<file path="config.mk">
export PLATFORM = sky130hd
export DESIGN_NAME = dm_block_copy_flat
export DESIGN_NICKNAME = d
export VERILOG_FILES = /design/src/rtl/dm_block_copy_pkg.sv /design/src/rtl/dm_block_copy_if.sv /design/src/rtl/dm_block_copy.sv /design/src/flat_wrapper.sv
export SDC_FILE = /design/constraint.sdc
export NUM_CORES = 1
export LEC_CHECK = 0
export CORE_UTILIZATION = 40
export DETAILED_ROUTE_END_ITERATION = 10
export PLACE_DENSITY_LB_ADDON = 0.2
export SKIP_CTS_REPAIR_TIMING = 1
export SLEW_MARGIN = 20
export SYNTH_ARGS = -nofsm -noshare
export SYNTH_HDL_FRONTEND = slang
export SYNTH_SLANG_ARGS = --single-unit
</file>
<file path="constraint.sdc">
create_clock -name clk -period 4.9 [get_ports clk]
set_input_delay 0.98 -clock clk [delete_from_list [all_inputs] [get_ports clk]]
set_output_delay 0.98 -clock clk [all_outputs]
set_load 0.03 [all_outputs]
</file>
<file path="src/rtl/dm_block_copy_pkg.sv">
// Shared sizes and FSM encoding for the data-memory block-copy master.
package dm_block_copy_pkg;

  localparam int DM_ASIZE = 8;
  localparam int DM_DSIZE = 16;
  localparam int DM_LSIZE = DM_ASIZE + 1;

  // The data-memory bench relies on this exact 2-bit encoding.
  typedef enum logic [1:0] {
    IDLE = 2'd0,
    RD   = 2'd1,
    WR   = 2'd2,
    FIN  = 2'd3
  } state_t;

endpackage

</file>
<file path="src/rtl/dm_block_copy_if.sv">
// Control and memory-port bundle for the block-copy master.
// The master modport is the copy engine. The slave modport is the controller and memory side.
interface dm_block_copy_if
  import dm_block_copy_pkg::*;
#(
  parameter int ASIZE = DM_ASIZE,
  parameter int DSIZE = DM_DSIZE,
  parameter int LSIZE = DM_LSIZE
) ();

  logic             start;
  logic [ASIZE-1:0] src;
  logic [ASIZE-1:0] dst;
  logic [LSIZE-1:0] len;
  logic             busy;
  logic             done;
  logic [LSIZE-1:0] words_done;
  logic             mem_ren;
  logic             mem_wen;
  logic [ASIZE-1:0] mem_addr;
  logic [DSIZE-1:0] mem_wdata;
  logic [DSIZE-1:0] mem_rdata;

  modport master (
    input  start, src, dst, len, mem_rdata,
    output busy, done, words_done, mem_ren, mem_wen, mem_addr, mem_wdata
  );

  modport slave (
    output start, src, dst, len, mem_rdata,
    input  busy, done, words_done, mem_ren, mem_wen, mem_addr, mem_wdata
  );

endinterface

</file>
<file path="src/rtl/dm_block_copy.sv">
// Block-copy master for the single-port data memory.
// The block copies len words from src to dst in ascending order, one read and then one write per word.
// The registered outputs follow the FSM state one cycle later. For that reason the
// memory sees the read of a word in the cycle after RD and the write of that word in the cycle after WR.
module dm_block_copy
  import dm_block_copy_pkg::*;
(
  input  logic            clk,
  input  logic            rst,
  dm_block_copy_if.master bus
);

  state_t                state_q, state_d;
  logic [DM_ASIZE-1:0]   src_q, src_d;
  logic [DM_ASIZE-1:0]   dst_q, dst_d;
  logic [DM_LSIZE-1:0]   len_q, len_d;
  logic [DM_LSIZE-1:0]   i_q, i_d;
  logic [DM_LSIZE-1:0]   words_done_q, words_done_d;
  logic                  busy_q, busy_d;
  logic                  done_q, done_d;
  logic                  mem_ren_q, mem_ren_d;
  logic                  mem_wen_q, mem_wen_d;
  logic [DM_ASIZE-1:0]   mem_addr_q, mem_addr_d;

  // Next-state logic, and the output values to register at the next edge.
  always_comb begin
    state_d      = state_q;
    src_d        = src_q;
    dst_d        = dst_q;
    len_d        = len_q;
    i_d          = i_q;
    words_done_d = words_done_q;
    busy_d       = (state_q == RD) || (state_q == WR);
    done_d       = (state_q == FIN);
    mem_ren_d    = (state_q == RD);
    mem_wen_d    = (state_q == WR);
    mem_addr_d   = mem_addr_q;

    case (state_q)
      IDLE: begin
        if (bus.start) begin
          src_d        = bus.src;
          dst_d        = bus.dst;
          len_d        = bus.len;
          i_d          = '0;
          words_done_d = '0;
          state_d      = (bus.len == '0) ? FIN : RD;
        end
      end
      RD: begin
        mem_addr_d = src_q + i_q[DM_ASIZE-1:0];
        state_d    = WR;
      end
      WR: begin
        mem_addr_d   = dst_q + i_q[DM_ASIZE-1:0];
        i_d          = i_q + DM_LSIZE'(1);
        words_done_d = words_done_q + DM_LSIZE'(1);
        state_d      = ((i_q + DM_LSIZE'(1)) == len_q) ? FIN : RD;
      end
      FIN: begin
        state_d = IDLE;
      end
      default: begin
        state_d = IDLE;
      end
    endcase
  end

  // State and output registers. A reset aborts any copy that is in progress, and no done pulse follows.
  always_ff @(posedge clk) begin
    if (rst) begin
      state_q      <= IDLE;
      src_q        <= '0;
      dst_q        <= '0;
      len_q        <= '0;
      i_q          <= '0;
      words_done_q <= '0;
      busy_q       <= 1'b0;
      done_q       <= 1'b0;
      mem_ren_q    <= 1'b0;
      mem_wen_q    <= 1'b0;
      mem_addr_q   <= '0;
    end else begin
      state_q      <= state_d;
      src_q        <= src_d;
      dst_q        <= dst_d;
      len_q        <= len_d;
      i_q          <= i_d;
      words_done_q <= words_done_d;
      busy_q       <= busy_d;
      done_q       <= done_d;
      mem_ren_q    <= mem_ren_d;
      mem_wen_q    <= mem_wen_d;
      mem_addr_q   <= mem_addr_d;
    end
  end

  // Write data comes straight from the memory's own read register.
  // The write cycle is the cycle in which that register holds the word, so no extra buffering is needed.
  assign bus.mem_wdata  = mem_wen_q ? bus.mem_rdata : '0;
  assign bus.mem_ren    = mem_ren_q;
  assign bus.mem_wen    = mem_wen_q;
  assign bus.mem_addr   = mem_addr_q;
  assign bus.busy       = busy_q;
  assign bus.done       = done_q;
  assign bus.words_done = words_done_q;

endmodule

</file>
<file path="src/flat_wrapper.sv">
// flat-port wrapper written by rule: the top's interface ports become plain ports
module dm_block_copy_flat import dm_block_copy_pkg::*;
  (clk, rst, bus_start, bus_src, bus_dst, bus_len, bus_mem_rdata, bus_busy, bus_done, bus_words_done, bus_mem_ren, bus_mem_wen, bus_mem_addr, bus_mem_wdata);
  dm_block_copy_if bus_i ();
  input  logic clk;
  input  logic rst;
  input wire logic [$bits(bus_i.start)-1:0] bus_start;
  input wire logic [$bits(bus_i.src)-1:0] bus_src;
  input wire logic [$bits(bus_i.dst)-1:0] bus_dst;
  input wire logic [$bits(bus_i.len)-1:0] bus_len;
  input wire logic [$bits(bus_i.mem_rdata)-1:0] bus_mem_rdata;
  output wire logic [$bits(bus_i.busy)-1:0] bus_busy;
  output wire logic [$bits(bus_i.done)-1:0] bus_done;
  output wire logic [$bits(bus_i.words_done)-1:0] bus_words_done;
  output wire logic [$bits(bus_i.mem_ren)-1:0] bus_mem_ren;
  output wire logic [$bits(bus_i.mem_wen)-1:0] bus_mem_wen;
  output wire logic [$bits(bus_i.mem_addr)-1:0] bus_mem_addr;
  output wire logic [$bits(bus_i.mem_wdata)-1:0] bus_mem_wdata;
  assign bus_i.start = bus_start;
  assign bus_i.src = bus_src;
  assign bus_i.dst = bus_dst;
  assign bus_i.len = bus_len;
  assign bus_i.mem_rdata = bus_mem_rdata;
  assign bus_busy = bus_i.busy;
  assign bus_done = bus_i.done;
  assign bus_words_done = bus_i.words_done;
  assign bus_mem_ren = bus_i.mem_ren;
  assign bus_mem_wen = bus_i.mem_wen;
  assign bus_mem_addr = bus_i.mem_addr;
  assign bus_mem_wdata = bus_i.mem_wdata;
  dm_block_copy u_core (.clk(clk), .rst(rst), .bus(bus_i));
endmodule
</file>
### Yosys cells after proc, flatten, opt, wreduce, memory -nomap -nowiden

Cells that the tools add are included.

* equal/unequal tests: 5
* muxes and demuxes: 9
* add/subtract/negate cells: 4
* reduce and logical (&&, ||, !) cells: 7

Operator list (count)
* $pmux W9 S2: 2
* $add A9 B1 Y9 const B: 2
* $add A8 B8 Y8: 2
* $mux W16: 1
* $pmux W8 S2: 1
* $eq A9 B9 Y1: 1
* $logic_not A9 Y1: 1
* $mux W9: 1
* $pmux W2 S4: 1
* $mux W2: 3
* $eq A2 B2 Y1 const B: 2
* $reduce_and A2 Y1: 2
* $reduce_bool A2 Y1: 2
* $eq A2 B1 Y1 const B: 1
* $logic_not A2 Y1: 1
* $ne A2 B2 Y1 const B: 1
* $logic_or A1 B1 Y1: 1

* flip-flop bits (word level): 57
* word-level logic and storage cells: 36

### Logic depth before layout (Yosys ltp)

Gate-level depths: netlist of run 1.

* depth after elaboration: 4
* depth in mapped cells: 13

### Worst setup path before layout of run 1

No wires, ideal clock.

* kind: register to register
* start: reg u_core.state_q[0]
* end: reg u_core.mem_addr_q[6], in the netlist u_core.bus.mem_addr[6]
* path slack: 2.213 ns
* data arrival time: 2.625 ns
* stages on the path, launching flop included: 14
* path buffers: 2
* required time: 4.838 ns
* clock period less this slack: 2.687 ns
* cells stage by stage: dfxtp_1 > inv_1 > ha_1 > clkbuf_1 > clkbuf_1 > mux2_1 > ha_1 > inv_1 > fa_1 > nor2b_1 > o21a_1 > o211ai_1 > a2111o_1 > nand3_1

* word-level cells in the longest chain between the ends: 2

Ends and longest elaborated chain
* start, declared: line dm_block_copy.sv:13 `state_t state_q, state_d;`
* start signal, assigned: line dm_block_copy.sv:84 `state_q <= state_d;`
* $eq A2 B2 Y1 (*)
* via u_core.mem_wen_d: line dm_block_copy.sv:22 `logic mem_wen_q, mem_wen_d;`
* $pmux W8 S2 / $reduce_bool A2 Y1 (equally long branches)
* end signal, assigned: line dm_block_copy.sv:94 `mem_addr_q <= mem_addr_d;`
* end, declared: line dm_block_copy.sv:23 `logic [DM_ASIZE-1:0] mem_addr_q, mem_addr_d;`

The timed path passes the listed nets; every way through them passes the cells marked *.
A chain may end at the register's enable or synchronous reset.

### Worst setup path in the final report of run 1

* start: in bus_mem_rdata[8]
* end: out bus_mem_wdata[8]

* word-level cells in the longest chain between the ends: 1

Ends and longest elaborated chain
* start, declared: line flat_wrapper.sv:11 `input wire logic [$bits(bus_i.mem_rdata)-1:0] bus_mem_rdata;`
* $mux W16: line dm_block_copy.sv:100 `assign bus.mem_wdata = mem_wen_q ? bus.mem_rdata : '0;`
* end, declared: line flat_wrapper.sv:18 `output wire logic [$bits(bus_i.mem_wdata)-1:0] bus_mem_wdata;`

Every way passes these cells.

==> out/qor.csv, run 1 <==
stage;metric;value;unit
outcome;run status;complete, no violations;
worst_setup_path;R2R Path Start;u_core.state_q[0];
worst_hold_path;min-delay worst type;reg2reg;
sta;fin. max-slew vios;0;
clock_tree;Clock transition at path regs;0.05;ns
pwr;Pwr Density;400;mW/mm^2
sta;setup TNS;0;ns
clock_tree;Worst-Skew Late Latency;0.34;ns
sta;Tcrit/Tclk final;66.2;%
cells_and_area;Register Area;0.00114;sq mm
worst_setup_path;CP Class;in2out;
synth;Seq/Total Area, Yosys;37.6;%
cells_and_area;multi-input logic area;0.00174;sq mm
detailed_routing;DR DRC count;0;
synth;top cell type's share of synthesized area;37.6;%
sta;min Tclk post-route;3.25;ns
placed_design;input/output buffers;80;
sta;final hold vios;0;
cells_and_area;n_diodes;0;
global_routing;largest net degree at the start of global routing;54;
global_routing;met3 usage;4.43;%
floorplanning;Core Area;0.00729;sq mm
worst_setup_path;R2R Setup Slk;2.00;ns
sta;count of final setup violators;0;
synth;Ys Warns;0;
global_routing;number of global-route vias before repair;2551;
worst_setup_path;path depth of the worst reg2reg path;11;
clock_tree;Num CTS Buffers;9;
detailed_routing;DRT Pass-1 Iters;4;
pwr;Pleak;1.55;nW
floorplanning;DIE AREA;0.00793;sq mm
detailed_routing;ANT nets after route;0;
global_routing;Total GRT Usage;19.7;%
synth;Post-synth EDFFs;0;
sta;Clock Skew;0.00699;ns
worst_setup_path;CP endpoint kind;output port;
detailed_routing;initial drt markers;119;
cells_and_area;Nets;500;
detailed_routing;DR WL/cell;13.3;um
global_routing;first-pass GRT wire length;11.8;mm
cells_and_area;non-filler instance count after layout;544;
worst_setup_path;R2R Path End;u_core.bus.mem_addr[6];
synth;Synth cell types;54;
worst_setup_path;CP required;3.92;ns
detailed_routing;Post-Route WL;7.23;mm
synth;Syn Inst Count;374;
floorplanning;Die Width;89.1;um
cells_and_area;Area growth, synth to finish;34.4;%
synth;most frequent cell after synthesis;nand2_1;
clock_tree;clk root buf;clkbuf_8;
placed_design;half-perimeter wire length after placement;5.31;mm
run;MaxCap Viol Count;0;
floorplanning;Rows;31;
pwr;Worst IR Drop VDD;0.000174;V
sta;Max Clk Rate;308;MHz
clock_tree;CTS sink cnt;57;
worst_setup_path;crit path DAT;2.27;ns
worst_setup_path;crit start category;input pin;
placed_design;pre-CTS WS;1.59;ns
sta;unrepaired setup endpoints after global routing;no;
synth;Yosys reg bits;57;
synth;dominant cells by area after synthesis;dfxtp_1, nand2_1, a21oi_1, ha_1, and2_1;
synth;Post-Syn Area per Cell;8.11;sq um
synth;Mapped Nets;432;
synth;async set-or-reset flop fraction in the synthesized netlist;0;%
placed_design;Cells after DPL;530;
clock_tree;H-tree levels;3;
placed_design;gpl congestion;0.832;
detailed_routing;vias;2781;
detailed_routing;vias per cell;5.11;
global_routing;routing usage on met2;32.4;%
synth;Top FF cell, synth;dfxtp_1;
cells_and_area;layout cells sized above 1;5.84;%
synth;Post-synth top cells;nand2_1, dfxtp_1, a21oi_1;
sta;Least-Margin Pin Slew;0.964;ns
global_routing;initial antenna violation count;0;
clock_tree;CTS tree;done;
global_routing;gr ovfl total;0;
floorplanning;die height;89.1;um
floorplanning;Starting Density;41.6;%
worst_setup_path;CP endpoint;bus_mem_wdata[8];
clock_tree;clk buf depth;2;
global_routing;met1 Usage GRT;24.3;%
sta;max_slew headroom;35.7;%
floorplanning;Top-Level Pins;81;
global_routing;layer with the highest usage;met2;
sta;Final WS setup;1.65;ns
worst_setup_path;crit path from;bus_mem_rdata[8];
synth;post-synthesis instance area;0.00303;sq mm
worst_setup_path;worst-path maximum fanout;1;
synth;Yosys top cell by area;dfxtp_1;
cells_and_area;Fillers;715;
## registers in the layout, indices dropped and copies added (netlist names)
name,count
u_core.bus.busy,1
u_core.bus.done,1
u_core.bus.mem_addr,8
u_core.bus.mem_ren,1
u_core.bus.mem_wen,1
u_core.bus.words_done,9
u_core.dst_q,8
u_core.i_q,9
u_core.len_q,9
u_core.src_q,8
u_core.state_q,2
## metrics by stage
step,hold WS [ns],power (mW),area [sq um],utilization [%]
CTS,0.454,1.65,4070,55.9
detailed placement,0.445,1.16,3860,52.9
floorplan,0.432,0.974,3030,-
global placement,0.440,1.15,3860,52.9
finish,0.451,1.63,4070,55.9
global route,0.479,1.74,4070,55.9
## worst min path at each step
stage          slack [ns]             from  cells past startpoint               to
2_1_floorplan        0.43  u_core.src_q[0]                      2  u_core.src_q[0]
3_3_place_gp         0.44  u_core.src_q[6]                      2  u_core.src_q[6]
3_5_place_dp         0.45  u_core.src_q[4]                      2  u_core.src_q[4]
4_1_cts              0.45  u_core.src_q[4]                      2  u_core.src_q[4]
5_1_grt              0.48  u_core.src_q[7]                      2  u_core.src_q[7]
6_report             0.45  u_core.src_q[6]                      2  u_core.src_q[6]
## worst max-delay path: stages
cell,delay [ns]
clkdlybuf4s50_1,0.47
and2_1,0.14
clkdlybuf4s50_1,0.68
## logic make-up after synthesis
kind of cell / Yosys count / share of synthesized area [%]
XOR/XNOR: 16 / 4.62
AO/OA/AOI/OAI: 78 / 16.0
buffers and inverters: 37 / 4.95
AND/OR/NAND/NOR: 157 / 25.5
multiplexers: 15 / 5.32
adder cells (fa/ha/maj): 14 / 6.03
flip-flops: 57 / 37.6
## where the power goes
group | switching (mW) | total (mW) | internal (mW)
logic | 0.351 | 0.577 | 0.226
registers | 0.0414 | 0.569 | 0.527
clock network | 0.178 | 0.485 | 0.307
total | 0.570 | 1.63 | 1.06
## area by class of cell
class | count | area share [%]
Multi-Input combinational cell | 280 | 42.7
Clock buffer | 11 | 3.72
Timing Repair Buffer | 81 | 19.7
Clock inverter | 3 | 1.60
Sequential cell | 57 | 28.0
Tap cell | 99 | 3.04
Inverter | 13 | 1.20
## cells in the final DEF, fill, tap and decap left out, types with 2 or more instances in the layout
| cell type | synthesis | final |
|---|---|---|
| o211ai_1 | 2 | 2 |
| nand4_1 | 3 | 3 |
| a32oi_1 | 2 | 2 |
| clkdlybuf4s50_1 | 0 | 79 |
| nor2b_1 | 6 | 6 |
| clkbuf_8 | 0 | 11 |
| nor3_1 | 6 | 6 |
| mux2_2 | 2 | 2 |
| xnor2_1 | 10 | 10 |
| o21bai_1 | 2 | 2 |
| mux2i_1 | 6 | 6 |
| nor4_1 | 2 | 2 |
| nand3_1 | 10 | 10 |
| dfxtp_1 | 57 | 57 |
| bufinv_16 | 0 | 2 |
| a21o_1 | 2 | 2 |
| o21a_1 | 3 | 3 |
| a211oi_1 | 2 | 2 |
| xor2_1 | 6 | 6 |
| or3_1 | 5 | 5 |
| o221ai_1 | 2 | 2 |
| o31ai_1 | 3 | 3 |
| mux2_1 | 7 | 7 |
| nor2_1 | 26 | 26 |
| o21ai_1 | 8 | 8 |
| nand2_1 | 66 | 66 |
| o21ai_0 | 4 | 4 |
| inv_1 | 12 | 12 |
| and2_1 | 19 | 19 |
| nand2b_1 | 2 | 2 |
| ha_1 | 13 | 13 |
| a21oi_1 | 36 | 36 |
| a22oi_1 | 6 | 6 |
## per-layer routing
layer | up-vias | part of all wire [%]
li1 | 1417 | -
met1 | 1272 | 45
met2 | 80 | 46
met3 | 12 | 6.9
met4 | 0 | 1.8
met5 | - | 0
Note: power is estimated with default switching activity, not from simulation.
==> run 2, diff against run 1 <==
==> constraint.sdc (replaced) <==
create_clock -name clk -period 3.4 [get_ports clk]
set_input_delay 0.68 -clock clk [delete_from_list [all_inputs] [get_ports clk]]
set_output_delay 0.68 -clock clk [all_outputs]
set_load 0.03 [all_outputs]
==> out/qor.csv, run 2 (synthesized netlist as in run 1, its figures left out) <==
stage;metric;value;unit
outcome;run status;complete, no violations;
floorplanning;Rows;31;
worst_setup_path;crit start category;input pin;
sta;fin. max-slew vios;0;
detailed_routing;DRT Pass-1 Iters;4;
clock_tree;CTS sink cnt;57;
pwr;PnR Total Power;2.51;mW
worst_setup_path;crit path DAT;1.92;ns
clock_tree;CTS tree;done;
sta;setup TNS;0;ns
cells_and_area;commonest non-fill, non-tap cell in the layout;clkdlybuf4s50_1;
run;MaxCap Viol Count;0;
detailed_routing;vias per cell;5.08;
cells_and_area;Nets;504;
worst_setup_path;cell mode on critical path;clkdlybuf4s50_1;
floorplanning;Core Area;0.00729;sq mm
cells_and_area;fin util;56.8;%
worst_setup_path;CP required;2.72;ns
global_routing;number of global-route vias before repair;2745;
sta;Final WS setup;0.796;ns
sta;Max Clk Rate;384;MHz
global_routing;first-pass GRT wire length;12.3;mm
global_routing;Total GRT Usage;19.9;%
placed_design;gpl congestion;0.815;
placed_design;pre-CTS WS;0.741;ns
global_routing;gr ovfl total;0;
clock_tree;Worst-Skew Late Latency;0.33;ns
worst_setup_path;CP Class;in2out;
clock_tree;Clock transition at path regs;0.06;ns
detailed_routing;Post-Route WL;7.21;mm
detailed_routing;top layer used by detailed routing;met4;
clock_tree;clk buf depth;2;
worst_setup_path;crit-path max cell delay;0.66;ns
cells_and_area;Area growth, synth to finish;36.7;%
sta;Tcrit/Tclk final;76.6;%
detailed_routing;DR DRC count;0;
clock_tree;H-tree levels;3;
global_routing;largest net degree at the start of global routing;28;
detailed_routing;DR WL/cell;13.1;um
sta;final hold vios;0;
detailed_routing;routed wl met2;3.30;mm
pwr;Worst IR Drop VDD;0.000270;V
cells_and_area;Fillers;692;
cells_and_area;n_diodes;0;
floorplanning;die height;89.1;um
worst_setup_path;Worst path slowest cell;clkdlybuf4s50_1;
worst_setup_path;CP endpoint kind;output port;
cells_and_area;multi-input logic area;0.00174;sq mm
clock_tree;clk root buf;clkbuf_8;
cells_and_area;commonest cells after routing, fill and taps aside;clkdlybuf4s50_1, nand2_1, dfxtp_1;
detailed_routing;vias;2796;
worst_setup_path;CP top delay family;buffers and inverters;
worst_setup_path;worst-path cell chain;clkdlybuf4s50_1 > and2_1 > clkdlybuf4s50_1;
placed_design;input/output buffers;80;
sta;count of final setup violators;0;
placed_design;Cells after DPL;534;
worst_setup_path;worst-path maximum fanout;1;
sta;Clock Skew;0.00582;ns
cells_and_area;non-filler instance count after layout;550;
sta;Least-Margin Pin Slew;0.666;ns
global_routing;initial antenna violation count;0;
detailed_routing;met1 WL;3.30;mm
floorplanning;Die Width;89.1;um
worst_setup_path;Buf/Inv on CP;2;
pwr;Pleak;1.59;nW
floorplanning;Top-Level Pins;81;
floorplanning;Starting Density;41.6;%
floorplanning;DIE AREA;0.00793;sq mm
pwr;Pwr Density;606;mW/mm^2
sta;max_slew headroom;55.1;%
clock_tree;Num CTS Buffers;9;
placed_design;half-perimeter wire length after placement;5.41;mm
detailed_routing;ANT nets after route;0;
sta;min Tclk post-route;2.60;ns
worst_hold_path;min-delay worst type;reg2reg;
detailed_routing;met3 wire length;487;um
cells_and_area;layout cells sized above 1;6.87;%
detailed_routing;initial drt markers;87;
sta;unrepaired setup endpoints after global routing;no;
cells_and_area;Register Area;0.00114;sq mm
run 2: final cells by class:
class                           instances  share of cell area, %
Multi-Input combinational cell        280                   42.0
Sequential cell                        57                   27.5
Timing Repair Buffer                   85                   20.1
Clock inverter                          6                   3.14
Clock buffer                           10                   3.08
Tap cell                               99                   2.99
Inverter                               13                   1.18
run 2: tightest hold or removal path: stages, from the launching register on:
cell	delay, ns
dfxtp_1	0.31
nand2_1	0.05
a21oi_1	0.05
run 2: per-layer routing:
metal | track usage [%] | vias to the layer above
met5 | 0 | -
met4 | 8.23 | 0
met3 | 4.71 | 12
met2 | 34.0 | 82
met1 | 24.3 | 1280
li1 | - | 1422
run 2: final timing paths:
| check | slack (ns) | startpoint | cells past startpoint | to |
|---|---|---|---|---|
| worst max-delay path | 0.80 | bus_mem_rdata[3] | 3 | bus_mem_wdata[3] |
| worst min-delay path | 0.45 | u_core.src_q[6] | 2 | u_core.src_q[6] |
| worst min register to register | 0.45 | u_core.src_q[6] | 2 | u_core.src_q[6] |
| worst max register to register | 0.80 | u_core.state_q[0] | 11 | u_core.bus.mem_addr[6] |
run 2: metrics by stage:
step	hold slack (ns)	instance area, sq um
after floorplan	0.432	3030
after global placement	0.441	3890
after detailed placement	0.445	3890
after CTS	0.455	4150
after global routing	0.479	4150
final	0.452	4150
run 2: report_power, final:
group | switching [mW] | internal (mW)
registers | 0.0645 | 0.759
clock network | 0.272 | 0.559
logic | 0.512 | 0.346
total | 0.849 | 1.66
